File: config.mk
export PLATFORM = sky130hd
export DESIGN_NAME = freqin_avg
export DESIGN_NICKNAME = d
export VERILOG_FILES = /design/src/rtl/freqin_avg.sv
export SDC_FILE = /design/constraint.sdc
export NUM_CORES = 1
export LEC_CHECK = 0
export ABC_AREA = 1
export CORE_MARGIN = 2
export CORE_UTILIZATION = 55
export CTS_CLUSTER_SIZE = 25
export DETAILED_ROUTE_END_ITERATION = 12
export PLACE_DENSITY_LB_ADDON = 0.12
export SLEW_MARGIN = 5
export SYNTH_ARGS = -nofsm -noshare
export SYNTH_HDL_FRONTEND = slang
export SYNTH_SLANG_ARGS = --single-unit
File: constraint.sdc
create_clock -name clk -period 3.05 [get_ports clk]
set_input_delay 0.915 -clock clk [delete_from_list [all_inputs] [get_ports clk]]
set_output_delay 0.915 -clock clk [all_outputs]
set_load 0.05 [all_outputs]
File: src/rtl/freqin_avg.sv
// freqin_avg: power-of-two moving average of the freqin period word, sampled
// once every SAMPLE_DIV clocks, with an optional CLK_FREQ / period divider.
// Build option: define FREQIN_AVG_HZ_EN to include the Hz divider; without it
// out_hz and hz_valid are tied to 0.
module freqin_avg #(
  parameter int unsigned DEPTH_LOG2 = 3,
  parameter int unsigned SAMPLE_DIV = 64,
  parameter int unsigned CLK_FREQ   = 50000000
) (
  input  logic        clk,
  input  logic        rst_n,
  input  logic        in_valid,
  input  logic [31:0] in_period,
  output logic        out_valid,
  output logic [31:0] out_period,
  output logic [31:0] out_hz,
  output logic        hz_valid
);

  localparam int                  DEPTH     = 1 << DEPTH_LOG2;
  localparam int unsigned         SUM_W     = 32 + DEPTH_LOG2;
  localparam int unsigned         TCK_W     = $clog2(SAMPLE_DIV);
  localparam logic [TCK_W-1:0]    TCK_LAST  = TCK_W'(SAMPLE_DIV - 1);
  localparam logic [DEPTH_LOG2:0] FILL_FULL = (DEPTH_LOG2 + 1)'(DEPTH);

  logic [TCK_W-1:0]      tck_q, tck_d;
  logic [31:0]           ring_q [DEPTH];
  logic [SUM_W-1:0]      sum_q, sum_d;
  logic [DEPTH_LOG2-1:0] wr_q, wr_d;
  logic [DEPTH_LOG2:0]   fill_q, fill_d;
  logic                  push_q;
  logic                  out_valid_q, out_valid_d;
  logic [31:0]           out_period_q, out_period_d;

  logic                  tick_s;
  logic                  push_s;
  logic                  flush_s;
  logic                  start_s;
  logic [31:0]           avg_s;

  // in_valid low empties the window; a push needs a tick and a non-zero period.
  assign tick_s  = (tck_q == TCK_LAST);
  assign flush_s = ~in_valid;
  assign push_s  = tick_s & in_valid & (in_period != 32'd0);
  assign avg_s   = sum_q[SUM_W-1:DEPTH_LOG2];
  assign start_s = push_q & in_valid & (fill_q == FILL_FULL);

  // Free-running sample tick counter, untouched by flush.
  always_comb begin
    tck_d = tck_q;
    if (tick_s) begin
      tck_d = '0;
    end else begin
      tck_d = tck_q + TCK_W'(1);
    end
  end

  // Running sum, write pointer and fill level of the ring.
  always_comb begin
    sum_d  = sum_q;
    wr_d   = wr_q;
    fill_d = fill_q;
    if (flush_s) begin
      sum_d  = '0;
      wr_d   = '0;
      fill_d = '0;
    end else if (push_s) begin
      // The oldest entry (zero while filling) leaves the sum as the new one enters.
      sum_d = sum_q + SUM_W'(in_period) - SUM_W'(ring_q[wr_q]);
      wr_d  = wr_q + DEPTH_LOG2'(1);
      if (fill_q == FILL_FULL) begin
        fill_d = fill_q;
      end else begin
        fill_d = fill_q + (DEPTH_LOG2 + 1)'(1);
      end
    end else begin
      sum_d = sum_q;
    end
  end

  // Averaged period is published the cycle after a push that leaves the window full.
  always_comb begin
    out_valid_d  = out_valid_q;
    out_period_d = out_period_q;
    if (flush_s) begin
      out_valid_d  = 1'b0;
      out_period_d = 32'd0;
    end else if (start_s) begin
      out_valid_d  = 1'b1;
      out_period_d = avg_s;
    end else begin
      out_valid_d  = out_valid_q;
    end
  end

  // Ring storage: cleared on flush, one entry written per push.
  always_ff @(posedge clk or negedge rst_n) begin
    if (!rst_n) begin
      for (int i = 0; i < DEPTH; i++) ring_q[i] <= 32'd0;
    end else if (flush_s) begin
      for (int i = 0; i < DEPTH; i++) ring_q[i] <= 32'd0;
    end else if (push_s) begin
      ring_q[wr_q] <= in_period;
    end
  end

  // Averaging state and period output registers.
  always_ff @(posedge clk or negedge rst_n) begin
    if (!rst_n) begin
      tck_q        <= '0;
      sum_q        <= '0;
      wr_q         <= '0;
      fill_q       <= '0;
      push_q       <= 1'b0;
      out_valid_q  <= 1'b0;
      out_period_q <= 32'd0;
    end else begin
      tck_q        <= tck_d;
      sum_q        <= sum_d;
      wr_q         <= wr_d;
      fill_q       <= fill_d;
      push_q       <= push_s;
      out_valid_q  <= out_valid_d;
      out_period_q <= out_period_d;
    end
  end

  assign out_valid  = out_valid_q;
  assign out_period = out_period_q;

`ifdef FREQIN_AVG_HZ_EN
  typedef enum logic [1:0] {
    DIV_IDLE = 2'd0,
    DIV_RUN  = 2'd1,
    DIV_DONE = 2'd2
  } div_state_e;

  div_state_e  state_q, state_d;
  logic [31:0] dvsr_q, dvsr_d;
  logic [31:0] rem_q, rem_d;
  logic [31:0] quo_q, quo_d;
  logic [4:0]  itr_q, itr_d;
  logic [31:0] hz_q, hz_d;
  logic        hzv_q, hzv_d;
  logic [32:0] trial_s;
  logic [32:0] diff_s;

  // Restoring divider: one quotient bit per clock, MSB first; a new start restarts it.
  always_comb begin
    state_d = state_q;
    dvsr_d  = dvsr_q;
    rem_d   = rem_q;
    quo_d   = quo_q;
    itr_d   = itr_q;
    hz_d    = hz_q;
    hzv_d   = hzv_q;
    trial_s = {rem_q, quo_q[31]};
    // The remainder stays below the divisor, so bit 32 of the difference is a clean borrow.
    // A zero divisor never borrows and so yields an all-ones quotient.
    diff_s  = trial_s - {1'b0, dvsr_q};
    if (flush_s) begin
      state_d = DIV_IDLE;
      hz_d    = 32'd0;
      hzv_d   = 1'b0;
    end else if (start_s) begin
      state_d = DIV_RUN;
      dvsr_d  = avg_s;
      rem_d   = 32'd0;
      quo_d   = 32'(CLK_FREQ);
      itr_d   = 5'd0;
    end else begin
      case (state_q)
        DIV_IDLE: begin
          state_d = DIV_IDLE;
        end
        DIV_RUN: begin
          if (!diff_s[32]) begin
            rem_d = diff_s[31:0];
            quo_d = {quo_q[30:0], 1'b1};
          end else begin
            rem_d = trial_s[31:0];
            quo_d = {quo_q[30:0], 1'b0};
          end
          if (itr_q == 5'd31) begin
            state_d = DIV_DONE;
          end else begin
            itr_d = itr_q + 5'd1;
          end
        end
        DIV_DONE: begin
          hz_d    = quo_q;
          hzv_d   = 1'b1;
          state_d = DIV_IDLE;
        end
        default: begin
          state_d = DIV_IDLE;
        end
      endcase
    end
  end

  // Divider state and Hz output registers.
  always_ff @(posedge clk or negedge rst_n) begin
    if (!rst_n) begin
      state_q <= DIV_IDLE;
      dvsr_q  <= 32'd0;
      rem_q   <= 32'd0;
      quo_q   <= 32'd0;
      itr_q   <= 5'd0;
      hz_q    <= 32'd0;
      hzv_q   <= 1'b0;
    end else begin
      state_q <= state_d;
      dvsr_q  <= dvsr_d;
      rem_q   <= rem_d;
      quo_q   <= quo_d;
      itr_q   <= itr_d;
      hz_q    <= hz_d;
      hzv_q   <= hzv_d;
    end
  end

  assign out_hz   = hz_q;
  assign hz_valid = hzv_q;
`else
  assign out_hz   = 32'd0;
  assign hz_valid = 1'b0;
`endif

endmodule
==> results.cfg, run 1 <==
[sta]
fin_crit_sh_pct = 117.6
final-setup-viol-count = 32
fin_skew_ns = 0.03466
grt_setup_unrepaired = yes
hold_ws_ns = 0.2623
slew_headroom_pct = 50.57
drv_slew = 0
tightestPinTransition_ns = 0.7415
max_freq_mhz = 278.7
hold_violations = 0
period_needed_ns = 3.588
timing.final.ws_setup_ns = -0.5382
tns_ns = -13.46

[yosys]
synth_area_leaders = dfrtp_1 45%, nand2_1 18%, nand3_1 9.3%
netlist_area_mm2 = 0.01878
postSynthAreaPerCell_um2 = 7.568
synth_commonest_cells = 919 x nand2_1, 349 x nand3_1, 338 x dfrtp_1
synth-async-reset-ratio_pct = 100.0
yosys.cell_count.top_type = nand2_1
synth-main-ff-cell = dfrtp_1
synth.ff_latch_count = 338
yosysTopAreaCell = dfrtp_1
yosys.area.top_type_share_pct = 45.05
yosysWarnings = 0
ys_seq_area_share_pct = 45.05
synth.distinct_cells = 38
synth_edf_count = 0
synthCells = 2481

[finish]
fin_nets = 2865
area_growth_pct = 33.72
fillers = 2590
n_antenna_cell = 0
fin_area_mm2 = 0.02511
regArea_mm2 = 0.008462
layout-drive-gt1-share_pct = 22.98
multi_input_area_mm2 = 0.01002

[clock_tree]
cts_buffer_depth = 3
clkTransAtPathRegs_ns = 0.06
cts.sinks = 338
cts_buffers = 39
worstSkewPairLatency_ns = 0.58
root_buffer = clkbuf_16
cts_tree = built
htreeDepth = 2
cts_hold_buf = 0

[route]
wl_met3_mm = 5.292
top_layer = met4
drc = 0
vias = 18520
dr.pass1.iters = 7
vias_per_cell = 5.720
drt_wl_total_mm = 64.21
wl_met2_mm = 30.63
initialDrtViolationCount = 1864
wl_met1_mm = 25.87
drt-wirelength-per-cell_um = 19.84
ant_nets = 0

[place]
routabilityCongestion = 0.9242
dp_hpwl_mm = 43.01
placed_cell_area_mm2 = 0.02183
io_buffers = 67

[pwr]
pwr-share-comb_pct = 13.7
ir_worst_vdd_mv = 0.4408
p_switching_mw = 2.920
power.share.clock_pct = 45.5
p_sw_share_pct = 26.53
report.power.total_mw = 11.00
p_seq_share_pct = 40.7
intPower_mw = 8.085
power_density_mw_per_mm2 = 438.3
p_leak_nw = 13.33

[worst_setup_path]
crit_fanout = 5
worst-setup-path-type = flip-flop to flip-flop
cp-start-kind = flip-flop
crit_required_ns = 3.50
arrival_ns = 4.04
cp-end-kind = flip-flop

[floorplan]
die_height_um = 188.8
rows = 67
die_x_um = 188.8
initial_core_util_pct = 55.86
core_mm2 = 0.03362
die-area_mm2 = 0.03563
ios = 101

[global_route]
grt_pass1_vias = 18200
grt_max_degree = 123
antenna_found_initial = 0
grt_pass1_wl_mm = 100.0
overflow = 0
grt_use_total_pct = 36.07

[outcome]
status = finished with violations
violations = setup timing

[run]
maxCapViolCount = 0

[worst_hold_path]
hold_class = primary input to asynchronous set/reset pin
-- metal layers --
metal	track usage, %	up-vias
met5	0	-
met4	14.90	0
met3	7.618	189
met2	58.67	877
met1	47.11	8999
li1	-	8451
-- timing repair --
item                                    in CTS  in global routing
buffers inserted                            33                 11
endpoints found under the setup margin      32                 32
pin swaps                                   71                 54
gates resized for setup                    226                146
-- path summary, 6_finish.rpt --
kind                          start       endpoint  slack, ns  cells after the start
min in group clk           tck_q[0]       tck_q[0]       0.49                      1
max in group asynchronous     rst_n     ring_q[66]       1.94                      2
hold / removal                rst_n  out_period[2]       0.26                      1
hold reg to reg            tck_q[0]       tck_q[0]       0.49                      1
setup / recovery            wr_q[0]      sum_q[34]      -0.54                     21
setup reg to reg            wr_q[0]      sum_q[34]      -0.54                     21
-- cell usage in the layout, fill, tap and decap left out, types with 6 or more instances in the layout --
cell and count:
inv_2 27, a21oi_2 20, xor2_1 6, buf_12 45
nor2_1 48, nand3_1 331, clkinv_2 6, a21oi_4 6
ha_1 10, inv_4 7, nand3_2 12, buf_4 215
nand2_4 26, nand3_4 6, clkdlybuf4s50_1 65, ha_4 27
a21oi_1 10, nor2_2 19, o22ai_1 7, fa_1 30
conb_1 33, nor2_4 16, clkbuf_16 39, a221oi_1 6
dfrtp_1 335, a22oi_1 26, inv_1 252, o21ai_1 17
clkbuf_8 13, nand4_1 39, nand2_1 841, a22o_1 10
o21ai_0 53, buf_6 32, nand2_2 56, a221oi_2 19
-- sequential cells by signal (all words and copies together) (netlist names) --
register	cells
fill_q	4
out_valid	1
sum_q	35
wr_q	3
push_q	1
out_period	32
tck_q	6
ring_q	256
-- power groups by stage --
stage / Sequential (mW) / Combinational, mW / Clock [mW]
2_1_floorplan: 4.57 / 0.647 / 0
3_3_place_gp: 4.57 / 1.16 / 0
3_5_place_dp: 4.57 / 1.17 / 0
4_1_cts: 4.48 / 1.37 / 5.04
5_1_grt: 4.48 / 1.62 / 5.24
6_report: 4.48 / 1.51 / 5.01
-- per-stage QoR --
stage | std cells | util [%] | setup WS, ns
4_1_cts | 3226 | 72.73 | -0.4404
5_1_grt | 3237 | 74.69 | -0.7014
3_3_place_gp | 3123 | 64.95 | -0.6962
3_5_place_dp | 3123 | 64.95 | -0.7677
2_1_floorplan | 2513 | - | -0.02065
6_report | 3237 | 74.69 | -0.5382
-- worst max-delay path: stages, from the launching register on --
cell and delay (ns):
dfrtp_2 0.48, buf_6 0.16, nor3_4 0.08, buf_6 0.15, nand2_2 0.06, o21ai_2 0.06, a221oi_2 0.23, nand4_1 0.31
fa_1 0.63, inv_2 0.05, ha_4 0.32, nand2_4 0.07, inv_2 0.07, nand2_4 0.07, nor2_4 0.12, nand4_1 0.17
nand3_2 0.13, nand2_1 0.07, nand2_1 0.06, nand2_1 0.05, nand3_1 0.08, nand2_1 0.05
-- cell type report --
cell class                      instances  share of cell area (%)
Clock inverter                         14                  0.7873
Multi-Input combinational cell       1731                   39.91
Sequential cell                       338                   33.70
Inverter                              289                   4.470
Timing Repair Buffer                  360                   14.22
Clock buffer                           57                   4.674
Tap cell                              448                   2.232
-- cells by family after synthesis --
logic type / Yosys count / share of synthesized area, %
AOI/OAI and AO/OA: 201 / 6.823
xor gates and xnor gates: 13 / 0.6064
adders and majority gates: 71 / 6.011
buffers and inverters: 444 / 10.00
DFF: 338 / 45.05
muxes: 1 / 0.05331
other: 1 / 0.01997
and+or+nand+nor: 1412 / 31.44
Power figures use the tool's default switching activity.
==> run 2, diff against run 1 <==
- CORE_MARGIN: 2 -> unset
==> results.cfg, run 2 (synthesis gave the netlist of run 1 again) <==
[global_route]
antenna_found_initial = 0
grt_use_total_pct = 36.55
grt_pass1_vias = 18490
grt_max_degree = 152
grt_pass1_wl_mm = 99.84
overflow = 0

[route]
vias = 19000
initialDrtViolationCount = 2258
vias_per_cell = 5.879
ant_nets = 0
drt-wirelength-per-cell_um = 20.78
drt_wl_total_mm = 67.15
dr.pass1.iters = 7
drc = 0

[clock_tree]
cts.sinks = 338
root_buffer = clkbuf_16
worstSkewPairLatency_ns = 0.55
cts_tree = built
cts_buffer_depth = 3
cts_buffers = 38
clkTransAtPathRegs_ns = 0.06
htreeDepth = 2

[worst_setup_path]
crit_family = simple AND/OR/NAND/NOR gates
cp_slowest_cell = fa_1
cp-start-kind = flip-flop
crit_fanout = 14
r2r_cells = 19
rr_endpoint = sum_q[30]
worst-setup-path-type = flip-flop to flip-flop
crit_top_cell = nand2_1
arrival_ns = 4.23
reg2reg_from = wr_q[0]
crit_chain = buf_6 -> nand3_4 -> inv_4 -> buf_8 -> a221oi_2 -> nand4_1 -> fa_1 -> inv_2 -> ha_4 -> nand2_2 -> nand2_4 -> a21oi_2 -> buf_4 -> o211ai_1 -> nand2_1 -> nand2_1 -> nand2_1 -> nand3_1 -> nand2_1
worst-path-buf-inv = 5
r2r_setup_slack_ns = -0.76
crit_required_ns = 3.48
slowest_delay_ns = 0.62
cp-end-kind = flip-flop

[run]
maxCapViolCount = 0

[sta]
final-setup-viol-count = 32
hold_violations = 0
fin_skew_ns = 0.01554
fin_crit_sh_pct = 124.9
timing.final.ws_setup_ns = -0.7588
hold_ws_ns = 0.3407
slew_headroom_pct = 49.37
max_freq_mhz = 262.5
tightestPinTransition_ns = 0.7594
drv_slew = 0
period_needed_ns = 3.809
grt_setup_unrepaired = yes

[finish]
largest_reg_flops = 256
final_common_cell = nand2_1
fin_nets = 2860
area_growth_pct = 34.64
layout-drive-gt1-share_pct = 23.57
largest_register = ring_q
post-route-util_pct = 75.40
fin_cells = 3232
final_cell_mix = 829 x nand2_1, 336 x dfrtp_1, 323 x nand3_1

[place]
dp.cells = 3115
routabilityCongestion = 1.045
io_buffers = 67
dp_hpwl_mm = 42.07
place_ws_ns = -0.7698

[floorplan]
core_mm2 = 0.03353
die_x_um = 186.8
die_height_um = 186.8
die-area_mm2 = 0.03488
ios = 101
rows = 67
initial_core_util_pct = 56.00

[pwr]
ir_worst_vdd_mv = 0.4156
report.power.total_mw = 11.07
p_leak_nw = 13.44
power_density_mw_per_mm2 = 437.7

[outcome]
status = finished with violations
violations = setup timing

[worst_hold_path]
hold_class = primary input to asynchronous set/reset pin
==> run 2: cell count changes in the layout (fill, tap and decap cells not counted), sizes merged <==
| cell | previous run | this run |
|---|---|---|
| inv | 292 | 290 |
| clkbuf | 57 | 55 |
| clkinv | 6 | 8 |
| buf | 295 | 289 |
| clkinvlp | 1 | 2 |
| bufinv | 4 | 5 |
| diode | 0 | 1 |
==> run 2: how the worst max path moves through the flow <==
stage | startpoint | end | slack [ns] | cells past startpoint
final | wr_q[0] | sum_q[30] | -0.76 | 19
after global routing | wr_q[0] | sum_q[25] | -0.86 | 22
after CTS | wr_q[0] | sum_q[20] | -0.52 | 19
after detailed placement | in_period[13] | sum_q[20] | -0.77 | 13
after global placement | in_period[13] | sum_q[20] | -0.73 | 13
after floorplan | wr_q[2] | sum_q[32] | -0.02 | 20
==> run 2: final cells by class <==
type,instances,area (um^2)
timing repair buffer,356,3585
fill,2326,8250
multi-input combinational,1731,10190
antenna,1,2.502
inverter,289,1126
tap,448,560.5
sequential,338,8461
clock inverter,16,230.2
clock buffer,53,1129
==> run 2: per-stage QoR <==
step	TNS (ns)	cell area, um^2
after floorplan	-0.04697	19070
after global placement	-84.58	21710
after detailed placement	-94.47	21710
after CTS	-12.66	24300
after global routing	-22.89	25280
final	-18.30	25280
==> run 2: worst reg2reg max path, cell delays in order (launching register included) <==
cell      delay, ns
dfrtp_2        0.50
buf_6          0.16
nand3_4        0.08
inv_4          0.06
buf_8          0.17
a221oi_2       0.30
nand4_1        0.26
fa_1           0.62
inv_2          0.05
ha_4           0.31
nand2_2        0.08
nand2_4        0.10
a21oi_2        0.08
buf_4          0.15
o211ai_1       0.36
nand2_1        0.15
nand2_1        0.10
nand2_1        0.05
nand3_1        0.06
nand2_1        0.05
==> run 2: routing by layer <==
layer / track usage (%) / wire length [um]
met1: 46.88 / 25530
met4: 18.98 / 4122
met3: 6.714 / 5950
met2: 59.29 / 31550
met5: 0 / 0
==> run 2: power by group <==
| part | switching, mW | total, mW | leakage [nW] | internal, mW |
|---|---|---|---|---|
| sequential | 0.0000000147 | 4.48 | 4.71 | 4.48 |
| clock | 1.97 | 4.99 | 0.674 | 3.02 |
| combinational | 1.01 | 1.59 | 8.06 | 0.583 |
| total | 2.98 | 11.1 | 13.4 | 8.09 |
==> run 2: timing repair <==
item	4_1_cts	5_1_grt
cloned	1	2
resized for setup	212	205
pin swaps	75	99
hold buffers	0	0
buffers inserted	31	16
endpoints found under the setup margin	33	33
